[config.mk]
export PLATFORM = sky130hd
export DESIGN_NAME = tail_light_seq_flat
export DESIGN_NICKNAME = d
export VERILOG_FILES = /design/src/rtl/tail_light_seq_if.sv /design/src/rtl/tail_light_seq.sv /design/src/flat_wrapper.sv
export SDC_FILE = /design/constraint.sdc
export NUM_CORES = 1
export LEC_CHECK = 0
export CORE_MARGIN = 2
export CORE_UTILIZATION = 50
export DETAILED_ROUTE_END_ITERATION = 8
export PLACE_DENSITY_LB_ADDON = 0.15
export SETUP_SLACK_MARGIN = 0.05
export SLEW_MARGIN = 20
export SYNTH_ARGS = -nofsm -noshare
export SYNTH_HDL_FRONTEND = slang
export SYNTH_SLANG_ARGS = --single-unit
[constraint.sdc]
create_clock -name clk -period 2.05 [get_ports clk]
set_input_delay 0.3075 -clock clk [delete_from_list [all_inputs] [get_ports clk]]
set_output_delay 0.3075 -clock clk [all_outputs]
set_load 0.02 [all_outputs]
[src/rtl/tail_light_seq_if.sv]
// Tail-light sequencer signal bundle.
//   sw_left/sw_right/sw_hazard/sw_brake : raw switch requests (asynchronous to clk)
//   CurrentState[3:0]                   : registered state code to the LED decoder
//   counter[2:0]                        : registered sweep step, 0..5
//   hazard[2:0]                         : registered hazard flash pattern, 000 or 111
// master = switch/stimulus side, slave = sequencer side.
interface tail_light_if;
  logic       sw_left;
  logic       sw_right;
  logic       sw_hazard;
  logic       sw_brake;
  logic [3:0] CurrentState;
  logic [2:0] counter;
  logic [2:0] hazard;

  modport master (
    output sw_left, sw_right, sw_hazard, sw_brake,
    input  CurrentState, counter, hazard
  );

  modport slave (
    input  sw_left, sw_right, sw_hazard, sw_brake,
    output CurrentState, counter, hazard
  );
endinterface

[src/rtl/tail_light_seq.sv]
// Tail-light sequencing controller.
// Synchronizes the four switch requests, evaluates the light state machine
// every clock, and produces the animation timebase that advances the turn
// sweep counter and the hazard flash pattern.
// Ports:
//   clk    : system clock, rising edge
//   rst_n  : asynchronous active-low reset
//   tl_io  : tail_light_if.slave (switch inputs, CurrentState/counter/hazard outputs)
// Parameter:
//   TICK_DIV : clocks per animation step (>= 2)
module tail_light_seq #(
  parameter int unsigned TICK_DIV = 12_500_000
) (
  input  logic          clk,
  input  logic          rst_n,
  tail_light_if.slave   tl_io
);

  localparam int unsigned PW = $clog2(TICK_DIV);
  localparam logic [PW-1:0] PRESC_MAX = PW'(TICK_DIV - 1);

  typedef enum logic [3:0] {
    IDLE    = 4'b0000,
    HAZARD  = 4'b0001,
    BRAKE   = 4'b0011,
    RIGHT   = 4'b0100,
    LEFT    = 4'b0101,
    B_RIGHT = 4'b0110,
    B_LEFT  = 4'b0111
  } state_t;

  // Synchronizer bit order: {H, B, L, R}
  logic [3:0]    sync1_q, sync2_q;
  state_t        state_q, state_d;
  logic [PW-1:0] presc_q, presc_d;
  logic [2:0]    counter_q, counter_d;
  logic [2:0]    hazard_q, hazard_d;
  logic          tick;
  logic          changed;
  logic          h, b, l, r;

  function automatic logic is_left_side(input state_t s);
    return (s == LEFT) || (s == B_LEFT);
  endfunction

  function automatic logic is_right_side(input state_t s);
    return (s == RIGHT) || (s == B_RIGHT);
  endfunction

  assign {h, b, l, r} = sync2_q;
  assign tick         = (presc_q == PRESC_MAX);

  always_comb begin
    state_d = IDLE;
    if (h) begin
      state_d = HAZARD;
    end else if (b) begin
      if (l && !r)      state_d = B_LEFT;
      else if (r && !l) state_d = B_RIGHT;
      else              state_d = BRAKE;
    end else if (l && !r) begin
      state_d = LEFT;
    end else if (r && !l) begin
      state_d = RIGHT;
    end

    // An upset into an unused code returns to Idle before normal evaluation.
    case (state_q)
      IDLE, HAZARD, BRAKE, RIGHT, LEFT, B_RIGHT, B_LEFT: ;
      default: state_d = IDLE;
    endcase
  end

  assign changed = (state_d != state_q);

  always_comb begin
    presc_d   = presc_q + PW'(1);
    counter_d = 3'd0;
    hazard_d  = 3'd0;

    if (changed) begin
      // Any tick in this cycle is dropped; entry values take effect instead.
      presc_d = '0;
      if ((is_left_side(state_q) && is_left_side(state_d)) ||
          (is_right_side(state_q) && is_right_side(state_d)))
        counter_d = counter_q;
    end else begin
      if (tick) presc_d = '0;
      if (is_left_side(state_q) || is_right_side(state_q)) begin
        counter_d = counter_q;
        if (tick) counter_d = (counter_q >= 3'd5) ? 3'd0 : counter_q + 3'd1;
      end
      if (state_q == HAZARD) hazard_d = tick ? ~hazard_q : hazard_q;
    end
  end

  always_ff @(posedge clk or negedge rst_n) begin
    if (!rst_n) begin
      sync1_q   <= '0;
      sync2_q   <= '0;
      state_q   <= IDLE;
      presc_q   <= '0;
      counter_q <= '0;
      hazard_q  <= '0;
    end else begin
      sync1_q   <= {tl_io.sw_hazard, tl_io.sw_brake, tl_io.sw_left, tl_io.sw_right};
      sync2_q   <= sync1_q;
      state_q   <= state_d;
      presc_q   <= presc_d;
      counter_q <= counter_d;
      hazard_q  <= hazard_d;
    end
  end

  assign tl_io.CurrentState = state_q;
  assign tl_io.counter      = counter_q;
  assign tl_io.hazard       = hazard_q;

endmodule

[src/flat_wrapper.sv]
// flat-port wrapper written by rule: the top's interface ports become plain ports
module tail_light_seq_flat 
#(
  parameter int unsigned TICK_DIV = 12_500_000
)
  (clk, rst_n, tl_io_sw_left, tl_io_sw_right, tl_io_sw_hazard, tl_io_sw_brake, tl_io_CurrentState, tl_io_counter, tl_io_hazard);
  tail_light_if tl_io_i ();
  input  logic clk;
  input  logic rst_n;
  input wire logic [$bits(tl_io_i.sw_left)-1:0] tl_io_sw_left;
  input wire logic [$bits(tl_io_i.sw_right)-1:0] tl_io_sw_right;
  input wire logic [$bits(tl_io_i.sw_hazard)-1:0] tl_io_sw_hazard;
  input wire logic [$bits(tl_io_i.sw_brake)-1:0] tl_io_sw_brake;
  output wire logic [$bits(tl_io_i.CurrentState)-1:0] tl_io_CurrentState;
  output wire logic [$bits(tl_io_i.counter)-1:0] tl_io_counter;
  output wire logic [$bits(tl_io_i.hazard)-1:0] tl_io_hazard;
  assign tl_io_i.sw_left = tl_io_sw_left;
  assign tl_io_i.sw_right = tl_io_sw_right;
  assign tl_io_i.sw_hazard = tl_io_sw_hazard;
  assign tl_io_i.sw_brake = tl_io_sw_brake;
  assign tl_io_CurrentState = tl_io_i.CurrentState;
  assign tl_io_counter = tl_io_i.counter;
  assign tl_io_hazard = tl_io_i.hazard;
  tail_light_seq #(.TICK_DIV(TICK_DIV)) u_core (.clk(clk), .rst_n(rst_n), .tl_io(tl_io_i));
endmodule
==> results of run 1 <==
## state kept, by name (all words and copies together), names as in the netlist
| signal | flops |
|---|---|
| u_core.tl_io.counter | 3 |
| u_core.sync1_q | 4 |
| u_core.presc_q | 24 |
| u_core.tl_io.CurrentState | 3 |
| u_core.sync2_q | 4 |
| u_core.tl_io.hazard | 3 |
## what timing repair did
action / CTS / global route
gates resized for setup: 2 / 8
cloned: 0 / 0
buffers inserted: 0 / 2
endpoints found under the setup margin: 2 / 15
pin swaps: 0 / 4
endpoints found under the hold margin: 18 / 0
hold buffers: 1 / 0
## kinds of logic (layout without fill, tap and decap cells)
| logic type | after synthesis | in the layout |
|---|---|---|
| fa+ha+maj | 5 | 5 |
| other cells | 1 | 1 |
| xor+xnor | 10 | 10 |
| mux | 2 | 2 |
| flops | 41 | 41 |
| compound gates | 46 | 46 |
| buf+inv | 20 | 41 |
| simple gates | 91 | 91 |
## final timing paths
kind | start | to | slack (ns)
worst max register to register | u_core.presc_q[0]$_DFF_PN0_ | u_core.tl_io.counter[1]$_DFFE_PN0P_ | 0.13
max in group asynchronous | rst_n | u_core.tl_io.counter[2]$_DFFE_PN0P_ | 1.03
worst max-delay path | u_core.presc_q[0]$_DFF_PN0_ | u_core.tl_io.counter[1]$_DFFE_PN0P_ | 0.13
worst min-delay path | u_core.sync1_q[3]$_DFF_PN0_ | u_core.sync2_q[3]$_DFF_PN0_ | 0.35
worst min register to register | u_core.sync1_q[3]$_DFF_PN0_ | u_core.sync2_q[3]$_DFF_PN0_ | 0.35
min in group asynchronous | rst_n | u_core.presc_q[17]$_DFF_PN0_ | 0.48
## final cells by class
type                            instances  area [µm²]
Timing Repair Buffer                   25         233
Inverter                                8        30.0
Clock buffer                            5        68.8
Sequential cell                        41        1030
Multi-Input combinational cell        155        1120
Fill cell                             356        1680
Clock inverter                          3        46.3
Tap cell                               52        65.1
## routing by layer
layer | track usage [%] | up-vias | routed length (µm)
met3 | 4.62 | 6 | 173
li1 | - | 848 | -
met5 | 0 | - | 0
met4 | 7.48 | 0 | 63
met2 | 34.4 | 41 | 2340
met1 | 26.3 | 905 | 2100
## power breakdown
part	total, W	switching [W]	internal (W)	leakage, nW
Clock	0.000661	0.000296	0.000364	0.0543
Combinational	0.000139	0.0000822	0.0000571	0.373
Sequential	0.000846	0.0000215	0.000824	0.548
Total	0.00165	0.000400	0.00125	0.976
## critical path, cell delays in order (launching register included)
cell and delay [ns]:
dfrtp_1 0.42, ha_4 0.17, and4_4 0.27, nand4_1 0.28, buf_4 0.25, a211o_1 0.28
mux2i_1 0.14
## through the flow
stage	instances	worst slack [ns]	total power, W	hold slack, ns	util (%)
6_report	289	0.133	0.00165	0.354	60.7
5_1_grt	289	0.0259	0.00172	0.370	60.7
3_3_place_gp	278	0.161	0.000983	0.271	56.3
3_5_place_dp	278	0.0257	0.000990	0.282	56.3
4_1_cts	287	0.0690	0.00165	0.357	59.4
2_1_floorplan	216	0.0859	0.000927	0.0119	-
## placed cells by master (no fill, tap or decap), types with 2 or more instances in the layout
cell,Yosys,routed
nand4_1,5,5
o31ai_1,7,7
nand3_1,8,7
nor4_1,3,2
o211ai_1,5,5
nor3_1,16,15
and3_1,3,3
clkbuf_8,0,5
xor2_1,6,6
and4_4,1,2
xnor2_1,4,4
inv_1,8,8
a211oi_1,13,10
and2_1,3,3
mux2i_1,2,2
or4b_1,2,2
clkdlybuf4s50_1,0,13
nand2_1,11,11
o21ai_0,7,7
o31a_1,2,2
a211oi_2,2,5
nor2_1,11,11
or3_1,6,6
nand2b_1,3,2
dfrtp_1,41,41
or4_1,8,8
nor2b_1,3,3
ha_1,5,4
buf_4,2,9
==> metrics, run 1 <==
outcome completed; Top-Level Pins 16; Post-Synth Simple-Gate Area 24.7%; min Tclk post-route 1.92 ns; post-route fraction of the period consumed by the critical path 93.5%; count of buffers inserted at the top-level ports 14; Worst setup EP type flip-flop; Initial DRC Count 121; max-capacitance violation count 0; number of failing setup endpoints in the final timing report 0; instance count along the most critical hold path 0; share of the synthesized netlist area taken by xor and xnor gates 4.02%; Core Footprint 4260 µm²; RSZ-0062 raised after global routing false; final slew viol count 0; starting density of the core 51.1%; classification of the worst setup path reg2reg; Synthesized Nets 227; die width 70.0 µm; number of placement rows 24; maximum number of pins on one net before global-route repair 25; final antenna-violating net count 0; total die area 4900 µm²; post-synthesis cell type count 48; vias in the first global route 1778; sort of element at the start of the critical path flip-flop; arrival time of the worst setup path 2.10 ns; Yosys warnings 0; Root Buffer clkbuf_8; Max Clk Rate 522 MHz; clock tree from TritonCTS yes; number of iterations in the first detailed-routing pass 4; All-Layer GR Usage 20.6%; number of synthesized register bits 41; share of flip-flops with an asynchronous set or reset 100%; Vert. Die Dim 70.0 µm; nets 247; synthesized-area fraction occupied by adder cells 2.87%; cell area after placement 2400 µm²; combinational family with the most area after synthesis simple AND/OR/NAND/NOR gates; via/cell ratio 6.23; Post-Synthesis Cell Area 2180 µm²; Congestion Overflow GR 0; final sum of negative setup slack 0 ns; leading cell types by count after synthesis dfrtp_1 (41), nor3_1 (16), a211oi_1 (13); Synth Area in Compound Gates 15.8%; post-route clock skew 0.00522 ns; final cell area excluding filler cells 2590 µm²; Synth Area per Inst 10.1 µm²; maximum buffer depth of the clock tree 2; CTS HTree Levels 2; antenna diode count 0; worst skew pair latency 0.30 ns; most area-hungry cell type in the Yosys netlist dfrtp_1; number of vias in the routed layout 1800; post-DP HPWL 3.19 mm; # clock sinks 41; top-count cell post-synth dfrtp_1; area growth from synthesis to final layout 18.7%; Most used DFF post-synth dfrtp_1; class of the worst hold path reg2reg; top area cells in the synthesized netlist dfrtp_1 (47%), a211oi_1 (4.5%), nor3_1 (3.7%); fraction of layout cells with a size suffix above 1 14.8%; Residual DRC 0; portion of netlist area occupied by mux cells 0.918%; static power due to leakage 0.976 nW; total power density per cell area 636 nW/µm²; highest net fanout along the worst path 8; gp weighted congestion 0.858; number of standard cells after synthesis 216; first-pass GRT wire length 8.09 mm; total clock buffers created by CTS 5; share of the synthesized area in the top cell type 47.1%; worst ir drop on vdd 479 µV; hold violation total from the final report 0; Seq/Total Area, Yosys 47.1%; count of flip-flops with a built-in enable after synthesis 0; cell depth of the worst flop-to-flop path 6; drt wl/cell 16.2 µm; Final Routed Wirelength 4.67 mm; clock transition at the registers of the reported paths 0.08 ns; antenna violations before repair 0; required time of the critical path 2.24 ns
No activity file was read; power rests on OpenSTA's default activity.
==> inputs of run 2 (changes only) <==
--- a/config.mk
+++ b/config.mk
@@ -7,9 +7,9 @@
 export LEC_CHECK = 0
 export CORE_MARGIN = 2
 export CORE_UTILIZATION = 50
+export CTS_CLUSTER_DIAMETER = 60
 export DETAILED_ROUTE_END_ITERATION = 8
 export PLACE_DENSITY_LB_ADDON = 0.15
-export SETUP_SLACK_MARGIN = 0.05
 export SLEW_MARGIN = 20
 export SYNTH_ARGS = -nofsm -noshare
 export SYNTH_HDL_FRONTEND = slang
==> run 2 against run 1 <==
Against the previous run:
- count of clock-buffer cells in the layout stayed put
- sequential power decreased by 0.5%
- worst setup slack worse by 0.032 ns
- via count shrank 0.17%
- worst hold slack unchanged
==> metrics, run 2 (same netlist as run 1, synthesis figures left out) <==
Top Registers u_core.presc_q (24), u_core.sync1_q (4), u_core.sync2_q (4); Top-Level Pins 16 (unchanged); first-pass GRT wire length 8.03 mm (-0.77%); Residual DRC 0 (unchanged); Final Routed Wirelength 4.58 mm (-2.0%); PnR Total Power 0.00164 W (-0.61%); count of buffers inserted at the top-level ports 14 (unchanged); fill cell total of the finished layout 358 (+0.56%); post-route clock skew 0.00413 ns (-0.00110 ns); antenna violations before repair 0 (unchanged); Congestion Overflow GR 0 (unchanged); most frequent standard cell in the layout excluding fill and tap cells dfrtp_1; maximum number of pins on one net before global-route repair 25 (unchanged); Largest Register u_core.presc_q; drt wl/cell 15.8 µm (-2.0%); Initial DRC Count 125 (+3.3%); final antenna-violating net count 0 (unchanged); antenna diode count 0 (unchanged); worst ir drop on vdd 481 µV (+0.33%); number of vias in the routed layout 1797 (-0.17%); relative contribution of combinational cells to total power 8.2% (-0.3 points); fraction of layout cells with a size suffix above 1 13.1% (-1.7 points); maximum buffer depth of the clock tree 2 (unchanged); clock share of power 40.3% (+0.2 points); vias in the first global route 1772 (-0.34%); outcome completed; number of placement rows 24 (unchanged); number of iterations in the first detailed-routing pass 4 (unchanged); worst skew pair latency 0.30 ns (about the same); highest net fanout along the worst path 8 (unchanged); total clock buffers created by CTS 5 (unchanged); final slew viol count 0 (unchanged); CTS HTree Levels 2 (unchanged); Vert. Die Dim 70.0 µm (unchanged); Core Footprint 4260 µm² (unchanged); nets 247 (unchanged); area growth from synthesis to final layout 17.3%; arrival time of the worst setup path 2.13 ns (+0.03 ns); Max Clk Rate 513 MHz (-1.6%); total die area 4900 µm² (unchanged); post-DP HPWL 3.19 mm (unchanged); max-capacitance violation count 0 (unchanged); net load switching power 0.000393 W (-1.7%); Worst setup EP type flip-flop; final cell area excluding filler cells 2560 µm² (-1.2%); post-route fraction of the period consumed by the critical path 95.1% (+1.6 points); Cell Int Power 0.00124 W (-0.26%); required time of the critical path 2.23 ns (about the same); class of the worst hold path reg2reg; top library cells by usage in the layout, fill and taps aside dfrtp_1 (41), nor3_1 (15), clkdlybuf4s50_1 (13); via/cell ratio 6.22 (-0.17%); gp weighted congestion 0.858 (unchanged); relative contribution of sequential cells to total power 51.5% (about the same); sort of element at the start of the critical path flip-flop; starting density of the core 51.1% (unchanged); number of flip-flops in the largest register 24 (unchanged); total power density per cell area 639 nW/µm² (+0.55%); static power due to leakage 0.971 nW (-0.48%); hold violation total from the final report 0 (unchanged); die width 70.0 µm (unchanged); clock transition at the registers of the reported paths 0.08 ns (about the same); min Tclk post-route 1.95 ns (+0.0318 ns); clock tree from TritonCTS yes; RSZ-0062 raised after global routing true; Root Buffer clkbuf_8; number of failing setup endpoints in the final timing report 0 (unchanged); classification of the worst setup path reg2reg; All-Layer GR Usage 20.4% (-0.15 points); sw frac 24.0% (-0.27 points); # clock sinks 41 (unchanged); cell area after placement 2400 µm² (unchanged)
[run 2: cell types whose count changed in the layout (fill, tap and decap cells not counted)]
cell      change
ha_1          +1
ha_4          -1
a211oi_2      -2
nand2b_1      +1
a211oi_1      +2
nand2b_4      -1
[run 2: worst paths after layout]
check,startpoint,end,slack [ns],depth (start not counted)
max in group asynchronous,rst_n,u_core.tl_io.counter[2]$_DFFE_PN0P_,1.03,3
worst max-delay path,u_core.presc_q[0]$_DFF_PN0_,u_core.tl_io.counter[1]$_DFFE_PN0P_,0.10,6
worst min register to register,u_core.sync1_q[3]$_DFF_PN0_,u_core.sync2_q[3]$_DFF_PN0_,0.35,0
min in group asynchronous,rst_n,u_core.presc_q[17]$_DFF_PN0_,0.48,2
worst min-delay path,u_core.sync1_q[3]$_DFF_PN0_,u_core.sync2_q[3]$_DFF_PN0_,0.35,0
worst max register to register,u_core.presc_q[0]$_DFF_PN0_,u_core.tl_io.counter[1]$_DFFE_PN0P_,0.10,6
[run 2: stage by stage]
stage	cells	hold WS [ns]	setup slack (ns)	setup TNS (ns)	utilization (%)
3_3_place_gp	278	0.271	0.161	0	56.3
3_5_place_dp	278	0.282	0.0257	0	56.3
2_1_floorplan	216	0.0119	0.0859	0	-
5_1_grt	289	0.370	-0.0260	-0.0737	60.0
4_1_cts	287	0.357	0.00228	0	59.2
6_report	289	0.354	0.101	0	60.0
[run 2: what timing repair did]
item	in CTS	in global routing
resized for setup	0	5
endpoints found under the hold margin	18	0
hold buffers	1	0
setup buffers	0	2
endpoints found under the setup margin	0	27
[run 2: power by group through the flow]
stage | Sequential (W) | Combinational, W | Clock, W
2_1_floorplan | 0.000855 | 0.0000713 | 0
5_1_grt | 0.000845 | 0.000148 | 0.000718
3_3_place_gp | 0.000856 | 0.000127 | 0
4_1_cts | 0.000841 | 0.000133 | 0.000678
6_report | 0.000842 | 0.000134 | 0.000659
3_5_place_dp | 0.000858 | 0.000132 | 0
[run 2: cell type report]
cell class / count / area (µm²) / share of cell area, %
sequential: 41 / 1030 / 40.1
tap: 52 / 65.1 / 2.54
multi-input combinational: 155 / 1090 / 42.6
inverter: 8 / 30.0 / 1.17
clock inverter: 3 / 46.3 / 1.81
timing repair buffer: 25 / 233 / 9.10
clock buffer: 5 / 68.8 / 2.69
[run 2: metal layers]
| metal | share of wire, % | vias to the layer above | wire (µm) | GRT usage (%) |
|---|---|---|---|---|
| li1 | - | 856 | - | - |
| met1 | 46 | 903 | 2100 | 26.1 |
| met2 | 50 | 32 | 2270 | 34.1 |
| met3 | 3.2 | 6 | 146 | 4.62 |
| met4 | 1.3 | 0 | 61 | 7.48 |
| met5 | 0 | - | 0 | 0 |
[run 2: worst max-delay path: stages (launching register included)]
cell	delay, ns
dfrtp_1	0.39
ha_1	0.22
and4_4	0.28
nand4_1	0.27
buf_4	0.24
a211o_1	0.28
mux2i_1	0.14
==> inputs of run 3 (changes only) <==
--- a/config.mk
+++ b/config.mk
@@ -10,7 +10,6 @@
 export CTS_CLUSTER_DIAMETER = 60
 export DETAILED_ROUTE_END_ITERATION = 8
 export PLACE_DENSITY_LB_ADDON = 0.15
-export SLEW_MARGIN = 20
 export SYNTH_ARGS = -nofsm -noshare
 export SYNTH_HDL_FRONTEND = slang
 export SYNTH_SLANG_ARGS = --single-unit
==> results of run 3 <==
No change in the layout: final DEF, timing and power equal those of run 2.
